## src/rtl/trace_dump_reader.sv

```systemverilog
// Drains trace words from the trace buffer into a framed, checksummed byte stream.
// 0xA5 is valid the cycle after dump_req is sampled; any byte is held while out_ready is low.
module trace_dump_reader #(
  parameter int Fpay      = 32,
  parameter int MAX_WORDS = 512,
  parameter int CNTw      = 16
) (
  input  logic            clk,
  input  logic            reset,
  input  logic            dump_req,
  output logic            busy,
  output logic            dump_done,
  input  logic            tb_empty,
  output logic            tb_rd,
  input  logic [Fpay-1:0] tb_dout,
  output logic [7:0]      out_data,
  output logic            out_valid,
  input  logic            out_ready
);

  localparam int BYTES = Fpay / 8;
  localparam int IDXW  = (BYTES > 1) ? $clog2(BYTES) : 1;

  localparam logic [7:0] SOF_BYTE = 8'hA5;
  localparam logic [7:0] TAG_BYTE = 8'hD0;
  localparam logic [7:0] EOF_BYTE = 8'hE0;

  typedef enum logic [3:0] {
    IDLE, SOF, CHECK, LOAD, TAG, DATA, END_E0, END_H, END_L, CSUM
  } state_t;

  state_t          state;
  logic [CNTw-1:0] wcnt;
  logic [IDXW-1:0] idx;
  logic [7:0]      csum;
  logic [Fpay-1:0] shreg;

  logic            xfer;
  logic            room;
  logic            last_byte;
  logic [15:0]     cnt16;
  logic [Fpay-1:0] shreg_nxt;

  assign xfer      = out_valid && out_ready;
  assign room      = !tb_empty && (wcnt != CNTw'(MAX_WORDS));
  assign last_byte = (idx == IDXW'(BYTES - 1));
  assign cnt16     = 16'(wcnt);
  assign shreg_nxt = shreg << 8;

  // The read strobe must follow tb_empty in the same CHECK cycle, so it is decoded from state.
  assign tb_rd = (state == CHECK) && room;

  always_ff @(posedge clk or negedge reset) begin
    if (!reset) begin
      state     <= IDLE;
      busy      <= 1'b0;
      dump_done <= 1'b0;
      out_valid <= 1'b0;
      out_data  <= 8'h00;
      wcnt      <= '0;
      idx       <= '0;
      csum      <= 8'h00;
      shreg     <= '0;
    end else begin
      dump_done <= 1'b0;
      case (state)
        IDLE: begin
          if (dump_req) begin
            state     <= SOF;
            busy      <= 1'b1;
            out_valid <= 1'b1;
            out_data  <= SOF_BYTE;
            wcnt      <= '0;
            csum      <= 8'h00;
          end
        end
        SOF: begin
          if (xfer) begin
            state     <= CHECK;
            out_valid <= 1'b0;
          end
        end
        CHECK: begin
          if (room) begin
            state <= LOAD;
          end else begin
            state     <= END_E0;
            out_valid <= 1'b1;
            out_data  <= EOF_BYTE;
          end
        end
        LOAD: begin
          shreg     <= tb_dout;
          state     <= TAG;
          out_valid <= 1'b1;
          out_data  <= TAG_BYTE;
        end
        TAG: begin
          if (xfer) begin
            csum     <= csum ^ out_data;
            idx      <= '0;
            state    <= DATA;
            out_data <= shreg[Fpay-1 -: 8];
          end
        end
        DATA: begin
          if (xfer) begin
            csum  <= csum ^ out_data;
            shreg <= shreg_nxt;
            if (last_byte) begin
              wcnt      <= wcnt + CNTw'(1);
              state     <= CHECK;
              out_valid <= 1'b0;
            end else begin
              idx      <= idx + IDXW'(1);
              out_data <= shreg_nxt[Fpay-1 -: 8];
            end
          end
        end
        END_E0: begin
          if (xfer) begin
            csum     <= csum ^ out_data;
            out_data <= cnt16[15:8];
            state    <= END_H;
          end
        end
        END_H: begin
          if (xfer) begin
            csum     <= csum ^ out_data;
            out_data <= cnt16[7:0];
            state    <= END_L;
          end
        end
        END_L: begin
          if (xfer) begin
            csum     <= csum ^ out_data;
            out_data <= csum ^ out_data;
            state    <= CSUM;
          end
        end
        CSUM: begin
          if (xfer) begin
            state     <= IDLE;
            out_valid <= 1'b0;
            busy      <= 1'b0;
            dump_done <= 1'b1;
          end
        end
        default: state <= IDLE;
      endcase
    end
  end

endmodule

```

## config.mk

```make
export PLATFORM = sky130hd
export DESIGN_NAME = trace_dump_reader
export DESIGN_NICKNAME = d
export VERILOG_FILES = /design/src/rtl/trace_dump_reader.sv
export SDC_FILE = /design/constraint.sdc
export NUM_CORES = 1
export LEC_CHECK = 0
export BUFFER_PORTS_ARGS = -buffer_cell sky130_fd_sc_hd__buf_2
export CORE_MARGIN = 2
export CORE_UTILIZATION = 55
export CTS_CLUSTER_DIAMETER = 150
export DETAILED_ROUTE_END_ITERATION = 7
export GPL_TIMING_DRIVEN = 1
export PLACE_DENSITY = 0.88
export SYNTH_ARGS = -nofsm -noshare
export SYNTH_HDL_FRONTEND = slang
export SYNTH_SLANG_ARGS = --single-unit
```

## constraint.sdc

```tcl
create_clock -name clk -period 3.4 [get_ports clk]
set_input_delay 0.34 -clock clk [delete_from_list [all_inputs] [get_ports clk]]
set_output_delay 0.34 -clock clk [all_outputs]
set_load 0.005 [all_outputs]
```

======== Word-level counts from Yosys, hierarchy flattened ========
Index checks and enable logic that the tools add are counted.
operators by class
  $add $sub $neg .......................... 2
  equality and inequality tests ........... 24
  muxes and demuxes ....................... 41
  bitwise gates (word level) .............. 1
  reductions and logical operators ........ 22
operator list
  kind                   count
  $mux 8                 9
  $pmux 32 s2            1
  $pmux 8 s8             1
  $mux 16                3
  $pmux 4 s10            1
  $mux 4                 9
  $mux 32                1
  $pmux 16 s2            1
  $ne 2x2->1 const B     11
  $reduce_and 9->1       2
  $add 16x1->16 const B  1
  $eq 4x3->1 const B     4
  $ne 16x10->1 const B   1
  $pmux 8 s2             1
  $reduce_bool 2->1      5
  $eq 4x2->1 const B     2
  $eq 4x4->1 const B     2
  $reduce_and 4->1       2
  $reduce_bool 8->1      1
  $xor 8x8->8            1
  $mux 1                 7
  $mux 2                 3
  $reduce_and 3->1       2
  $reduce_and 6->1       1
  other kinds (15)       18
storage, ports and cells
  flip-flop bits (word level) ............. 73
  input port bits ......................... 37
  output and inout bits ................... 12
  word-level logic and storage cells ...... 99

======== Depth between registers and ports, before layout ========
Gate-level depths: netlist (run 1).
  word-level depth ........................ 4
  mapped depth ............................ 8
  gate-level depth less buffers ........... 7

======== Least setup slack after synthesis (run 1) ========
OpenSTA, ideal clock, no wires.
  path type ............................... flip-flop to flip-flop
  from .................................... reg wcnt[0], in the netlist cnt16[0]
  to ...................................... reg out_data[5]
  library setup time ...................... 0.125 ns
  arrival ................................. 1.995 ns
  data required time ...................... 3.275 ns
  setup slack ............................. 1.280 ns
  stages on the path, launching flop included .. 9
  path buffers ............................ 1
  period minus slack after synthesis ...... 2.120 ns
  path through ............................ dfrtp_1 inv_1 ha_1 nor4b_1 a41oi_1 nor4b_4 or2_1 buf_2 mux2_4
on the way
  word-level cells in the longest chain between the ends .. 4
ends and longest elaborated chain
  element                            RTL line  source
  start, declared                    33        logic [CNTw-1:0] wcnt;
  start signal, assigned             111       wcnt <= wcnt + CNTw'(1);
  $ne 16x10->1                       45        assign room = !tb_empty && (wcnt != CNTw'(MAX_WORDS));
  $logic_and 1x1->1                  45
  $ne 2x2->1 (no source line)        --
  $reduce_and 9->1 (no source line)  --
  end signal, assigned               103       out_data <= shreg[Fpay-1 -: 8];
  end signal, assigned               116       out_data <= shreg_nxt[Fpay-1 -: 8];
  end signal, assigned               123       out_data <= cnt16[15:8];
  end, declared                      16        output logic [7:0] out_data,
Every way passes these cells.
A chain may end at the register's enable or synchronous reset.

======== Worst setup path in the final report (run 1) ========
  from .................................... reg wcnt[0], in the netlist cnt16[0]
  to ...................................... out tb_rd
on the way
  word-level cells in the longest chain between the ends .. 3
ends and longest elaborated chain
  element            RTL line  source
  $ne 16x10->1       45
  $logic_and 1x1->1  45
  $logic_and 1x1->1  51        assign tb_rd = (state == CHECK) && room;
  end, declared      14        output logic tb_rd,
Every way passes these cells.

==> summary.txt, run 1 <==
Power and ir drop
  – Clock power frac: 18.4%
  – VDD IR max: 0.439 mV
  – Reg power frac: 40.3%
  – Pwr per Cell Area: 795 mW/mm2
  – Switching share of power: 41.0%
  – Cell Int Power: 2180 uW
  – Logic pwr share: 41.4%
  – Net switching power: 1520 uW
  – Leakage: 0.00203 uW

Die
  – Die width: 91.1 um
  – Core footprint: 0.00729 mm2
  – IO Pins: 49
  – Die extent in y: 91.1 um
  – Core Rows: 31
  – Die ar.: 0.00830 mm2
  – Initial Utilization: 57.2%

Yosys
  – Post-synth EDFFs: 0
  – Async S/R FF share, synth: 100%
  – Synthesized net count: 508
  – Synthesized area: 0.00417 mm2
  – Syn Area/Cell: 8.91 um2
  – Yosys warns: 0
  – Seq/Total Area, Yosys: 43.8%
  – Gate Count Post-Synth: 468
  – Number of library cell types mapped by synthesis: 63
  – Ys flop type: dfrtp_1
  – Flops & latches, synth: 73

Timing
  – Final hold viol count: 0
  – Worst slew pin tran: 659 ps
  – Fin crit period: 2630 ps
  – Setup TNS: 0 ps
  – Final Skew: 9.83 ps
  – Tcrit/Tclk final: 77.4%
  – Slew Limit Headroom: 56.0%
  – Fin. max-slew vios: 0
  – Worst Setup Slack, final: 769 ps
  – Setup-failing EPs final: 0
  – RSZ-0062 raised after global routing: false
  – Max Freq: 0.380 GHz

Setup path
  – CP arrival: 2290 ps
  – Reg2Reg Depth: 7
  – Crit Reg-Reg Endpoint: out_data[5]$_DFFE_PN0P_
  – Worst setup SP type: register
  – Worst r2r src: cnt16[0]$_DFFE_PN0P_
  – CP cell instances: inv_1 > ha_1 > nor4b_1 > a41oi_1 > nor4b_4 > buf_2
  – Worst R2R Setup Slack: 900 ps
  – Critical path type: reg2out
  – CP Buf/Inv Count: 2
  – Critical-path top delay cell: nor4b_4
  – Crit end category: output port
  – Family with the most delay on the worst path: simple AND/OR/NAND/NOR gates
  – Critical Path RT: 3060 ps
  – Largest stage delay, worst path: 560 ps
  – Critical path fanouts, max: 10

Drt
  – DRT Pass-1 Iters: 5
  – Via Count: 3658
  – Via/cell ratio: 6.03
  – Post-route ant nets: 0
  – WL/cell: 16.3 um
  – Final WL: 9890 um
  – DRC Markers: 0
  – Initial DRC count: 414

Min path
  – Hold path start: tb_dout[7]
  – WHS Endpoint: shreg[7]$_DFFE_PN0P_
  – Type of the worst min-delay path: in2reg
  – Hold Path Stages: 3

Clock tree
  – Inserted Clock Buffers: 9
  – Clock Tree Root: clkbuf_8
  – Sink Count: 73
  – Worst-Skew Late Latency: 360 ps
  – Post-CTS Setup Inserts: 0
  – Clock input transition at the sequential cells of the worst setup and hold paths: 80 ps
  – Longest Clk Path Bufs: 2
  – TritonCTS clock tree: done
  – H-tree levels: 3

Global routing
  – Initial antenna violation count: 0
  – Gr usage total: 25.3%
  – First-pass GRT wire length: 17000 um
  – Gr ovfl total: 0
  – Vias in the first global route: 3503
  – Pin count of the biggest net entering global routing: 65

Cells and area
  – Layout Nets: 543
  – Layout cells sized above 1: 17.7%
  – Commonest non-fill, non-tap cells in the layout: dfrtp_1, nand2_1, nor2_1
  – Fillers: 637
  – Most common cell after layout, fill and taps aside: dfrtp_1
  – Synth-to-layout area growth: 11.6%
  – Number of diodes: 0

Placement
  – Final HPWL DP: 6840 um
  – GP Congestion: 0.960
  – Worst slack, placed: 1000 ps
  – Port-buffer cells: 48

Outcome
  – Outcome: completed

Flow run
  – Max-Cap Viols: 0
## cell families after synthesis
family                   Yosys count  synth area share (%)
multiplexers                      10                  4.11
AND/OR/NAND/NOR                  192                  23.0
AO/OA/AOI/OAI                    128                  20.4
flip-flops                        73                  43.8
buffers and inverters             49                  5.10
XOR/XNOR                          13                  2.73
adder cells (fa/ha/maj)            3                 0.900
## registers in the layout (all words and copies together) (netlist names)
| signal | cells |
|---|---|
| busy | 1 |
| out_valid | 1 |
| idx | 2 |
| cnt16 | 16 |
| dump_done | 1 |
| csum | 8 |
| state | 4 |
| out_data | 8 |
| shreg | 32 |
## worst min-delay path, delay by kind of cell
kind                   cells  cell delay (ps)
AOI/OAI and AO/OA          1               60
buffers and inverters      1               80
and+or+nand+nor            1               50
## per-layer routing
layer | track usage (%) | vias to the layer above | part of all wire (%)
li1 | - | 1740 | -
met5 | 0 | - | 0
met1 | 35.1 | 1727 | 45
met4 | 9.47 | 0 | 1.7
met2 | 39.6 | 172 | 46
met3 | 4.81 | 19 | 7.0
## through the flow
step           hold slack (ps)  util (%)  cells  total power (uW)  cell area (um2)
6_report                   205      63.9    607              3700             4660
5_1_grt                    202      63.9    607              3990             4660
2_1_floorplan             44.4         -    468              2600             4170
3_5_place_dp               356      61.1    590              3000             4450
3_3_place_gp               348      61.1    590              2920             4450
4_1_cts                    198      63.9    607              3690             4660
## cell usage after synthesis, types with 2 or more instances
library cell / count / area [um2]
a211oi_1: 5 / 37.5
a21o_1: 2 / 15.0
a21oi_1: 10 / 50.1
a22o_1: 4 / 35.0
a2bb2oi_1: 2 / 17.5
a31oi_1: 27 / 169
and2_1: 3 / 18.8
and3_1: 4 / 25.0
and4_1: 2 / 17.5
buf_1: 4 / 15.0
buf_2: 17 / 85.1
clkbuf_1: 12 / 45.0
dfrtp_1: 73 / 1830
ha_1: 3 / 37.5
inv_1: 15 / 56.3
mux2_2: 4 / 45.0
mux4_1: 3 / 78.8
nand2_1: 61 / 229
nand2b_1: 16 / 100
nand3_1: 16 / 80.1
nor2_1: 52 / 195
nor2_2: 3 / 18.8
nor2b_1: 7 / 43.8
nor3_1: 5 / 25.0
nor3b_1: 8 / 60.1
nor4_1: 2 / 12.5
o2111ai_1: 6 / 52.6
o211ai_1: 2 / 15.0
o21ai_0: 38 / 190
o22ai_1: 3 / 18.8
o2bb2ai_1: 8 / 70.1
o31ai_1: 8 / 60.1
or3_1: 2 / 12.5
xnor2_1: 5 / 43.8
xor2_1: 8 / 70.1
## cell type report
class / count / area, um2 / share of cell area (%)
well taps: 99 / 124 / 2.66
multi-input cells: 346 / 2140 / 45.9
clock inverters: 7 / 71.3 / 1.53
repair buffers: 58 / 318 / 6.82
clock buffers: 9 / 124 / 2.66
inverters: 15 / 56.3 / 1.21
flip-flops and latches: 73 / 1830 / 39.2
## power groups by stage
stage	clock [uW]	combinational [uW]	sequential, uW
4_1_cts	691	1520	1480
6_report	680	1530	1490
5_1_grt	732	1730	1530
3_3_place_gp	0	1450	1470
2_1_floorplan	0	1220	1380
3_5_place_dp	0	1500	1500
## worst max-delay path by stage
stage                         start                      end  cells past startpoint
6_report       cnt16[0]$_DFFE_PN0P_                    tb_rd                      6
5_1_grt        cnt16[0]$_DFFE_PN0P_                    tb_rd                      6
3_3_place_gp   cnt16[0]$_DFFE_PN0P_  out_data[5]$_DFFE_PN0P_                      7
4_1_cts        cnt16[0]$_DFFE_PN0P_                    tb_rd                      6
2_1_floorplan  cnt16[0]$_DFFE_PN0P_  out_data[5]$_DFFE_PN0P_                      8
3_5_place_dp   cnt16[0]$_DFFE_PN0P_  out_data[5]$_DFFE_PN0P_                      7
## timing repair
| action | CTS | global route |
|---|---|---|
| hold buffers | 1 | 0 |
| hold endpoints to repair | 23 | 0 |
| resized for setup | 0 | 0 |
| setup endpoints to repair | 0 | 0 |
(Power assumes the default switching activity.)
==> run 2: changes to the inputs <==
==> constraint.sdc (replaced) <==
create_clock -name clk -period 2.61 [get_ports clk]
set_input_delay 0.261 -clock clk [delete_from_list [all_inputs] [get_ports clk]]
set_output_delay 0.261 -clock clk [all_outputs]
set_load 0.005 [all_outputs]
==> summary.txt, run 2 (synthesized netlist as in run 1, its figures left out) <==
Clock tree
  – H-tree levels: 3
  – Sink Count: 73
  – Worst-Skew Late Latency: 350 ps
  – Post-CTS Setup Inserts: 0
  – Inserted Clock Buffers: 9
  – Clock Tree Root: clkbuf_8
  – Clock input transition at the sequential cells of the worst setup and hold paths: 80 ps
  – TritonCTS clock tree: done
  – Longest Clk Path Bufs: 2
  – Post-CTS resize count: 0

Cells and area
  – Number of diodes: 0
  – Layout Nets: 546
  – Commonest non-fill, non-tap cells in the layout: dfrtp_1, nand2_1, nor2_1
  – Max reg flops: 32
  – Most common cell after layout, fill and taps aside: dfrtp_1
  – Layout cells sized above 1: 18.2%
  – Synth-to-layout area growth: 14.5%
  – Register name with the most flops: shreg

Setup path
  – CP arrival: 2030 ps
  – Worst setup SP type: register
  – Critical Path RT: 2350 ps
  – Crit end category: output port
  – Critical path fanouts, max: 7
  – Critical path type: reg2out

Die
  – Die extent in y: 91.1 um
  – Die ar.: 0.00830 mm2
  – Die width: 91.1 um
  – Initial Utilization: 57.2%
  – Core footprint: 0.00729 mm2
  – Core Rows: 31
  – IO Pins: 49

Power and ir drop
  – Leakage: 0.00209 uW
  – Net switching power: 1950 uW
  – Logic pwr share: 38.7%
  – Switching share of power: 38.0%
  – Clock power frac: 22.9%
  – Pwr per Cell Area: 1070 mW/mm2
  – Cell Int Power: 3180 uW
  – Total power: 5130 uW
  – Reg power frac: 38.4%
  – VDD IR max: 0.566 mV

Placement
  – Worst slack, placed: 396 ps
  – Final HPWL DP: 7020 um
  – GP Congestion: 0.938
  – Port-buffer cells: 48

Flow run
  – Max-Cap Viols: 0

Drt
  – DRT Pass-1 Iters: 6
  – Final WL: 9850 um
  – WL/cell: 16.1 um
  – DRC Markers: 0
  – Post-route ant nets: 0
  – Via/cell ratio: 5.99
  – Via Count: 3655
  – Initial DRC count: 333

Timing
  – RSZ-0062 raised after global routing: false
  – Final hold viol count: 0
  – Setup TNS: 0 ps
  – Max Freq: 0.437 GHz
  – Final Skew: 7.20 ps
  – Fin. max-slew vios: 0
  – Slew Limit Headroom: 53.0%
  – Tcrit/Tclk final: 87.7%
  – Worst Setup Slack, final: 322 ps
  – Setup-failing EPs final: 0
  – Worst slew pin tran: 705 ps
  – Fin crit period: 2290 ps

Global routing
  – Initial antenna violation count: 0
  – Vias in the first global route: 3491
  – Pin count of the biggest net entering global routing: 65
  – Gr ovfl total: 0
  – First-pass GRT wire length: 16900 um
  – Gr usage total: 25.1%

Outcome
  – Outcome: completed

Min path
  – Type of the worst min-delay path: in2reg
==> run 2: cell count changes in the layout (fill, tap and decap cells not counted) <==
cell	previous run	this run
bufinv_16	1	4
clkinvlp_4	3	0
buf_12	0	2
buf_4	9	10
clkinv_2	2	1
clkinv_4	1	2
==> run 2: layout make-up <==
| class | count | area (um2) |
|---|---|---|
| Clock inverter | 7 | 143 |
| Clock buffer | 9 | 124 |
| Sequential cell | 73 | 1830 |
| Inverter | 15 | 56.3 |
| Multi-Input combinational cell | 346 | 2140 |
| Tap cell | 99 | 124 |
| Timing Repair Buffer | 61 | 365 |
| Fill cell | 595 | 2520 |
==> run 2: repair_timing <==
| item | CTS | global route |
|---|---|---|
| hold endpoints to repair | 24 | 0 |
| endpoints found under the setup margin | 0 | 0 |
| hold buffers | 1 | 0 |
==> run 2: metal layers <==
metal / track usage [%] / part of all wire, % / up-vias
met2: 39.0 / 47 / 149
met5: 0 / 0 / -
li1: - / - / 1745
met4: 10.2 / 2.8 / 0
met1: 34.9 / 44 / 1731
met3: 4.65 / 6.4 / 30
==> run 2: worst max-delay path: stages, from the launching register on <==
cell	delay, ps
dfrtp_1	440
inv_1	70
ha_1	180
nor4b_1	130
a41oi_1	310
nor4b_4	350
buf_2	190
==> run 2: worst paths after layout <==
| kind | startpoint | to | slack, ps | cells past startpoint |
|---|---|---|---|---|
| worst max-delay path | cnt16[0]$_DFFE_PN0P_ | tb_rd | 320 | 6 |
| worst min-delay path | tb_dout[5] | shreg[5]$_DFFE_PN0P_ | 130 | 3 |
| worst max register to register | state[3]$_DFFE_PN0P_ | csum[5]$_DFFE_PN0P_ | 340 | 5 |
| worst min register to register | busy$_DFFE_PN0P_ | busy$_DFFE_PN0P_ | 500 | 2 |
| max in group asynchronous | reset | shreg[4]$_DFFE_PN0P_ | 1500 | 3 |
| min in group asynchronous | reset | idx[1]$_DFFE_PN0P_ | 450 | 2 |
==> run 2: power groups by stage <==
stage                     clock (uW)  sequential (uW)  combinational (uW)
after floorplan                    0             1800                1590
final                           1170             1970                1980
after detailed placement           0             1980                1970
after global routing            1240             2030                2220
after CTS                       1190             1960                1980
after global placement             0             1950                1890
==> run 2: through the flow <==
stage	util, %	std cells	hold slack (ps)	cell area (um2)
floorplan	-	468	-34.6	4170
global placement	61.7	593	292	4500
detailed placement	61.7	593	300	4500
CTS	65.5	610	134	4780
global route	65.5	610	143	4780
finish	65.5	610	134	4780
==> run 3: changes to the inputs <==
--- a/config.mk
+++ b/config.mk
@@ -7,11 +7,11 @@
 export LEC_CHECK = 0
 export BUFFER_PORTS_ARGS = -buffer_cell sky130_fd_sc_hd__buf_2
 export CORE_MARGIN = 2
-export CORE_UTILIZATION = 55
+export CORE_UTILIZATION = 45
 export CTS_CLUSTER_DIAMETER = 150
 export DETAILED_ROUTE_END_ITERATION = 7
 export GPL_TIMING_DRIVEN = 1
-export PLACE_DENSITY = 0.88
+export PLACE_DENSITY = 0.76
 export SYNTH_ARGS = -nofsm -noshare
 export SYNTH_HDL_FRONTEND = slang
 export SYNTH_SLANG_ARGS = --single-unit
==> summary.txt, run 3 (synthesized netlist as in run 1, its figures left out) <==
Outcome
  – Outcome: completed

Drt
  – Via Count: 3688
  – DRC Markers: 0
  – WL/cell: 16.2 um
  – Post-route ant nets: 0
  – Initial DRC count: 328
  – Via/cell ratio: 5.92
  – DRT Pass-1 Iters: 5
  – Final WL: 10100 um

Setup path
  – Worst r2r src: state[2]$_DFFE_PN0P_
  – Critical path endpoint: tb_rd
  – Crit end category: output port
  – Critical Path RT: 2350 ps
  – Critical path fanouts, max: 7
  – Worst R2R Setup Slack: 330 ps
  – Crit path from: cnt16[0]$_DFFE_PN0P_
  – Crit Reg-Reg Endpoint: csum[6]$_DFFE_PN0P_
  – CP arrival: 2040 ps
  – Critical path type: reg2out
  – Worst setup SP type: register
  – Reg2Reg Depth: 5

Placement
  – Worst slack, placed: 400 ps
  – GP Congestion: 0.923
  – Final HPWL DP: 6970 um
  – Dpl cells: 606
  – Port-buffer cells: 48

Clock tree
  – # hold bufs at CTS: 1
  – Clock Tree Root: clkbuf_8
  – Worst-Skew Late Latency: 360 ps
  – Clock input transition at the sequential cells of the worst setup and hold paths: 90 ps
  – Longest Clk Path Bufs: 2
  – Post-CTS Setup Inserts: 0
  – Post-CTS resize count: 0
  – TritonCTS clock tree: done
  – Sink Count: 73
  – Inserted Clock Buffers: 9
  – H-tree levels: 3

Timing
  – Slew Limit Headroom: 56.3%
  – Final Skew: 11.5 ps
  – Setup-failing EPs final: 0
  – Fin crit period: 2300 ps
  – Setup TNS: 0 ps
  – Fin. max-slew vios: 0
  – Max Freq: 0.435 GHz
  – Worst Setup Slack, final: 314 ps
  – Worst slew pin tran: 649 ps
  – Final hold viol count: 0
  – RSZ-0062 raised after global routing: false
  – Min Hold Slack: 120 ps
  – Tcrit/Tclk final: 88.0%

Cells and area
  – Final Non-Filler Cells: 623
  – Layout Nets: 547
  – Commonest non-fill, non-tap cells in the layout: dfrtp_1, nand2_1, nor2_1
  – Synth-to-layout area growth: 14.6%
  – Max reg flops: 32
  – Register name with the most flops: shreg
  – Fillers: 837
  – Number of diodes: 0
  – Layout cells sized above 1: 18.4%
  – Most common cell after layout, fill and taps aside: dfrtp_1

Die
  – Die width: 100 um
  – Die ar.: 0.0101 mm2
  – Core footprint: 0.00911 mm2
  – Die extent in y: 100 um
  – IO Pins: 49
  – Initial Utilization: 45.8%
  – Core Rows: 35

Global routing
  – Gr ovfl total: 0
  – First-pass GRT wire length: 16900 um
  – Vias in the first global route: 3442
  – Gr usage total: 21.1%
  – Initial antenna violation count: 0
  – Pin count of the biggest net entering global routing: 74

Power and ir drop
  – Pwr per Cell Area: 1060 mW/mm2
  – Leakage: 0.00209 uW
  – VDD IR max: 0.498 mV

Flow run
  – Max-Cap Viols: 0

Min path
  – Type of the worst min-delay path: in2reg
run 3: changes by cell type in the layout (fill, tap and decap cells not counted):
cell | previous run | this run
inv_6 | 0 | 3
clkinv_4 | 2 | 0
buf_4 | 10 | 11
bufinv_16 | 4 | 3
clkinv_2 | 1 | 0
clkinvlp_4 | 0 | 1
run 3: routing by layer:
metal  up-vias  wire length, um  track usage (%)
met5         -                0                0
met4         0              262             8.64
met3        25              705             4.87
met2       170             4530             30.8
met1      1744             4580             30.1
li1       1749                -                -
run 3: final cells by class:
cell class / count / area [um2] / area share [%]
timing repair buffer: 62 / 373 / 7.80
clock buffer: 9 / 124 / 2.59
sequential: 73 / 1830 / 38.2
tap: 111 / 139 / 2.91
multi-input combinational: 346 / 2140 / 44.7
clock inverter: 7 / 124 / 2.59
inverter: 15 / 56.3 / 1.18
run 3: worst min path at each step:
| stage | depth (start not counted) | endpoint | start | slack (ps) |
|---|---|---|---|---|
| after floorplan | 0 | busy$_DFFE_PN0P_ | reset | -30 |
| after global placement | 2 | dump_done$_DFF_PN0_ | reset | 320 |
| after detailed placement | 2 | dump_done$_DFF_PN0_ | reset | 330 |
| after CTS | 3 | shreg[6]$_DFFE_PN0P_ | tb_dout[6] | 110 |
| after global routing | 3 | shreg[1]$_DFFE_PN0P_ | tb_dout[1] | 110 |
| final | 3 | shreg[6]$_DFFE_PN0P_ | tb_dout[6] | 120 |
run 3: power by group:
part	internal, uW	switching (uW)
Sequential	1540	422
Combinational	893	1090
Clock	645	462
run 3: critical path, stage by stage, from the launching register on:
cell and delay (ps):
dfrtp_1 440, inv_1 70, ha_1 190, nor4b_1 130, a41oi_1 320, nor4b_4 330, buf_2 200
run 3: per-stage QoR:
stage	util [%]	total power, uW	instance area, um2
final	52.5	5050	4780
after CTS	52.5	5060	4780
after global routing	52.5	5420	4780
after detailed placement	49.6	3940	4520
after global placement	49.6	3850	4520
after floorplan	-	3390	4170
